$ cat src/rtl/multiplier_arbiter_taint_track_word.sv
// multiplier_arbiter_taint_track_word
//   Two requesters share one sequential multiplier. Round-robin arbitration runs
//   in IDLE. The winner's operands are latched and a one-cycle start pulse is sent.
//   The FSM then waits for the multiplier's done signal and returns the product on
//   a valid/ready response channel. Each data/control output carries one taint bit.
// Ports
//   clk, rst                      clock, async active-low reset
//   req{0,1}, a{0,1}, b{0,1} (+_t) requester request/operands with taints
//   gnt0, gnt1, gnt_t             combinational grant pulse in IDLE, grant taint
//   mul_start, mul_multiplier, mul_multiplicand (+_t)  multiplier launch side
//   mul_product, mul_done (+_t)   multiplier result side
//   rsp_valid, rsp_id, rsp_product, rsp_ready (+_t)    response channel
//   busy                          FSM not in IDLE
module multiplier_arbiter_taint_track_word #(
  parameter int WIDTH = 32
) (
  input  logic               clk,
  input  logic               rst,
  input  logic               req0,
  input  logic               req0_t,
  input  logic [WIDTH-1:0]   a0,
  input  logic               a0_t,
  input  logic [WIDTH-1:0]   b0,
  input  logic               b0_t,
  input  logic               req1,
  input  logic               req1_t,
  input  logic [WIDTH-1:0]   a1,
  input  logic               a1_t,
  input  logic [WIDTH-1:0]   b1,
  input  logic               b1_t,
  output logic               gnt0,
  output logic               gnt1,
  output logic               gnt_t,
  output logic               mul_start,
  output logic               mul_start_t,
  output logic [WIDTH-1:0]   mul_multiplier,
  output logic               mul_multiplier_t,
  output logic [WIDTH-1:0]   mul_multiplicand,
  output logic               mul_multiplicand_t,
  input  logic [2*WIDTH-1:0] mul_product,
  input  logic               mul_product_t,
  input  logic               mul_done,
  input  logic               mul_done_t,
  output logic               rsp_valid,
  output logic               rsp_valid_t,
  output logic               rsp_id,
  output logic [2*WIDTH-1:0] rsp_product,
  output logic               rsp_product_t,
  input  logic               rsp_ready,
  input  logic               rsp_ready_t,
  output logic               busy
);

  localparam logic [1:0] S_IDLE   = 2'd0;
  localparam logic [1:0] S_LAUNCH = 2'd1;
  localparam logic [1:0] S_WAIT   = 2'd2;
  localparam logic [1:0] S_RESP   = 2'd3;

  logic [1:0]         state;
  logic               rr_last;   // last winner; 1 means requester 0 has priority next
  logic               owner;
  logic               ctl_t;     // sticky control-path taint
  logic [WIDTH-1:0]   op_a, op_b;
  logic               op_a_t, op_b_t;
  logic [2*WIDTH-1:0] prod;
  logic               prod_t;

  // Requester operands indexed by requester id.
  logic [1:0][WIDTH-1:0] req_a, req_b;
  logic [1:0]            req_a_t, req_b_t;
  assign req_a   = {a1, a0};
  assign req_b   = {b1, b0};
  assign req_a_t = {a1_t, a0_t};
  assign req_b_t = {b1_t, b0_t};

  // Requester 1 wins when alone, or on a tie when requester 0 won last.
  logic win1, grant;
  assign win1  = req1 & (~req0 | ~rr_last);
  // Reset gating keeps the grant outputs low while reset is held.
  assign grant = rst & (state == S_IDLE) & (req0 | req1);

  assign gnt0               = grant & ~win1;
  assign gnt1               = grant & win1;
  assign gnt_t              = ctl_t;
  assign mul_start          = (state == S_LAUNCH);
  assign mul_start_t        = ctl_t;
  assign mul_multiplier     = op_a;
  assign mul_multiplier_t   = op_a_t | ctl_t;
  assign mul_multiplicand   = op_b;
  assign mul_multiplicand_t = op_b_t | ctl_t;
  assign rsp_valid          = (state == S_RESP);
  assign rsp_valid_t        = ctl_t;
  assign rsp_id             = owner;
  assign rsp_product        = prod;
  assign rsp_product_t      = prod_t;
  assign busy               = (state != S_IDLE);

  always_ff @(posedge clk or negedge rst) begin
    if (!rst) begin
      state   <= S_IDLE;
      rr_last <= 1'b1;
      owner   <= 1'b0;
      ctl_t   <= 1'b0;
      op_a    <= '0;
      op_b    <= '0;
      op_a_t  <= 1'b0;
      op_b_t  <= 1'b0;
      prod    <= '0;
      prod_t  <= 1'b0;
    end else begin
      case (state)
        S_IDLE: begin
          if (req0 | req1) begin
            state   <= S_LAUNCH;
            op_a    <= req_a[win1];
            op_b    <= req_b[win1];
            op_a_t  <= req_a_t[win1];
            op_b_t  <= req_b_t[win1];
            owner   <= win1;
            rr_last <= win1;
            ctl_t   <= ctl_t | req0_t | req1_t;
          end
        end
        S_LAUNCH: state <= S_WAIT;
        S_WAIT: begin
          if (mul_done) begin
            state  <= S_RESP;
            prod   <= mul_product;
            prod_t <= mul_product_t | ctl_t;
            ctl_t  <= ctl_t | mul_done_t;
          end
        end
        S_RESP: begin
          if (rsp_ready) begin
            state <= S_IDLE;
            ctl_t <= ctl_t | rsp_ready_t;
          end
        end
        default: state <= S_IDLE;
      endcase
    end
  end

endmodule

$ cat config.mk
export PLATFORM = sky130hd
export DESIGN_NAME = multiplier_arbiter_taint_track_word
export DESIGN_NICKNAME = d
export VERILOG_FILES = /design/src/rtl/multiplier_arbiter_taint_track_word.sv
export SDC_FILE = /design/constraint.sdc
export NUM_CORES = 1
export LEC_CHECK = 0
export ABC_AREA = 1
export ABC_CLOCK_PERIOD_IN_PS = 4600
export BUFFER_PORTS_ARGS = -buffer_cell sky130_fd_sc_hd__buf_4
export CAP_MARGIN = 0
export CORE_AREA = 2 2 135 137
export DETAILED_ROUTE_END_ITERATION = 12
export DIE_AREA = 0 0 137 139
export HOLD_SLACK_MARGIN = 0.05
export PLACE_DENSITY_LB_ADDON = 0.3
export SLEW_MARGIN = 5
export SYNTH_ARGS = -nofsm -noshare
export SYNTH_HDL_FRONTEND = slang
export SYNTH_SLANG_ARGS = --single-unit
$ cat constraint.sdc
create_clock -name clk -period 4.6 [get_ports clk]
set_clock_uncertainty 0.15 [all_clocks]
set_input_delay 0.92 -clock clk [delete_from_list [all_inputs] [get_ports clk]]
set_output_delay 0.92 -clock clk [all_outputs]
set_load 0.02 [all_outputs]
==> results_dict.tcl <==
set metrics [dict create \
    synth_nets 1033 \
    clk_latency_ns 0.41 \
    period_share_pct 65.0 \
    die_area_um2 19000 \
    setup.worst_path.end_class "output port" \
    total_power_mw 6.35 \
    post-cts-setup-buffers 0 \
    final_design_area_no_fill_um2 9400 \
    worst_path_dominant_cell_family "buffers and inverters" \
    synth-async-reset-ratio_pct 100 \
    critical_path_maximum_fanout 21 \
    final.fill_count 1704 \
    count_of_input_and_output_buffers 346 \
    category_of_the_worst_setup_path_launch_point "input port" \
    placed_cells 1360 \
    initial_antenna_violation_count 0 \
    cellLeakagePower_nw 5.56 \
    drt-initial-drc-count 265 \
    die-width_um 137 \
    nets 1362 \
    slew-limit-headroom_pct 29.3 \
    data_required_time_of_the_worst_path_ns 3.53 \
    std_cell_rows 49 \
    drc 0 \
    avgViaCountPerCell 4.41 \
    timing.critical_path.buf_inv 3 \
    setup-tns-final_ns 0 \
    worst-slew-pin-transition_ns 1.06 \
    worstPathArrival_ns 1.92 \
    cts_resized 0 \
    antenna_diodes 0 \
    worst_hold_path_startpoint "rsp_id" \
    place_area_um2 8830 \
    tritoncts.num_buffers 17 \
    grt_pass1_wl_um 30400 \
    postSynthCellCount 821 \
    hpwl_um 13900 \
    synthToLayoutAreaGrowth_pct 53.3 \
    count_of_flip_flops_with_a_built_in_enable_after_synthesis 0 \
    h-tree-depth 4 \
    holdPathEnd "rsp_id" \
    cpPeakStageDelay_ns 0.29 \
    timing.setup.critical_path_class "input port to output port" \
    cts_tree "done" \
    run_status "finished, final reports clean" \
    worst_supply_voltage_drop_on_vdd_uv 325 \
    synth_seq_area_share_pct 55.5 \
    r2r_slack_ns 2.41 \
    finalWorstPathRequiredPeriod_ns 2.99 \
    clk_pin_slew_worst_paths_ns 0.06 \
    num_vias 6138 \
    setup_viol_count_final 0 \
    mappedNetlistArea_um2 6130 \
    worst_r2r_endpoint "rsp_product[60]" \
    primary_ff_master_synth "dfrtp_1" \
    detail_route.first_pass.iterations 5 \
    grt_start_max_net_pins 70 \
    maxCapViolCount 0 \
    setup_repair_after_global_routing_missed_its_margin "no" \
    instances_no_fill 1392 \
    final_hold_violating_endpoints 0 \
    synth_seq_cells 136 \
    whs_path_depth 2 \
    grt_remaining_overflow 0 \
    crit_slowest_cell "inv_2" \
    rr_startpoint "state[0]" \
    cts_sinks 136 \
    num_io_pins 347 \
    global_route.usage.total_pct 20.4 \
    root_buffer "clkbuf_16" \
    drtAntennaViolNets 0 \
    power_density_nw_per_um2 675 \
    post_drt_wl_per_cell_um 13.9 \
    synth-warning-count 0 \
    synth_area_per_cell_um2 7.47 \
    max-clock-path-buffers 2 \
    routed_wirelength_um 19400 \
    grt_pass1_vias 5967 \
    core-area_um2 17700 \
    post_cts_hold_buffer_count 0 \
    chipHeight_um 139 \
    initial_core_util_pct 34.7 \
    ys_types 19 \
    max_freq_ghz 0.334 \
    cp_cell_sequence "buf_4, nand2_1, nand2_2, inv_2, nand2_1, nor2_1, buf_4" \
    finalMaxSlewViolations 0 \
    post_route_cells_drive_above_1_share_pct 33.8 \
    gp_routability_congestion 0.869 \
    cp.depth 7 \
    reg2regPathDepth 6 \
    timing.hold.worst.class "flip-flop to flip-flop" \
]
[worst register-to-register path: stages (launching register included)]
cell,delay [ns]
dfrtp_1,0.41
inv_1,0.11
ha_1,0.30
nand2_2,0.09
inv_2,0.77
nand2_1,0.20
nand2_1,0.10
[synthesized netlist by cell type, types with 2 or more instances]
library cell	count	share of area [%]
ha_1	5	1.0
nand3_1	2	0.16
o21ai_0	3	0.24
nor2_1	6	0.37
buf_4	11	1.3
nand2_1	605	37
inv_2	3	0.18
buf_2	27	2.2
inv_1	10	0.61
or2_2	2	0.20
clkbuf_1	4	0.24
dfrtp_1	135	55
a21oi_1	2	0.16
[metal layers]
metal / vias up / GRT usage, % / share of wire (%)
li1: 3099 / - / -
met1: 2752 / 25.7 / 41
met2: 238 / 33.3 / 48
met5: - / 0 / 0
met3: 49 / 4.50 / 6.8
met4: 0 / 9.39 / 3.7
[logic make-up after synthesis]
kind of cell | after synthesis | synth area share, %
adder cells (fa/ha/maj) | 5 | 1.02
flip-flops | 136 | 55.5
AO/OA/AOI/OAI | 6 | 0.531
AND/OR/NAND/NOR | 618 | 38.1
buffers and inverters | 56 | 4.78
[worst max-delay path by stage]
| stage | from | endpoint | slack [ns] |
|---|---|---|---|
| after global placement | req0 | gnt1 | 1.65 |
| after detailed placement | req0 | gnt1 | 1.61 |
| after global routing | req0 | gnt1 | 1.52 |
| after floorplan | req0 | gnt0 | 1.77 |
| final | req0 | gnt1 | 1.61 |
| after CTS | req0 | gnt1 | 1.61 |
[final cells by class]
class | count | area (um2) | share of cell area [%]
clock inverter | 14 | 140 | 1.49
clock buffer | 18 | 429 | 4.57
multi-input combinational | 629 | 2440 | 25.9
timing repair buffer | 353 | 2650 | 28.2
sequential | 136 | 3400 | 36.2
inverter | 13 | 48.8 | 0.519
tap | 229 | 287 | 3.05
[where the power goes]
group	leakage, nW	switching, mW	internal, mW
Combinational	3.59	1.80	1.17
Clock	0.268	0.561	0.759
Sequential	1.70	0.302	1.76
[registers in the layout (all words and copies together), names as in the netlist]
name	count
gnt_t	1
mul_multiplier	32
rsp_id	1
mul_multiplicand	32
rsp_product_t	1
rr_last	1
op_a_t	1
state	2
op_b_t	1
rsp_product	64
[cell usage in the layout (no fill, tap or decap), types with 3 or more instances in the layout]
cell          n
inv_2         3
buf_4       352
o21ai_0       3
clkbuf_16    17
nor2_1        6
nand2_1     604
inv_6         5
inv_1        10
clkinvlp_4    4
dfrtp_1     135
ha_1          5
[through the flow]
step                hold WS, ns  util (%)  setup WS, ns
floorplan                 0.291         -          1.77
global placement          0.307      50.0          1.65
detailed placement        0.310      50.0          1.61
CTS                       0.326      53.2          1.61
global route              0.352      53.2          1.52
finish                    0.324      53.2          1.61
(Power assumes the default switching activity.)
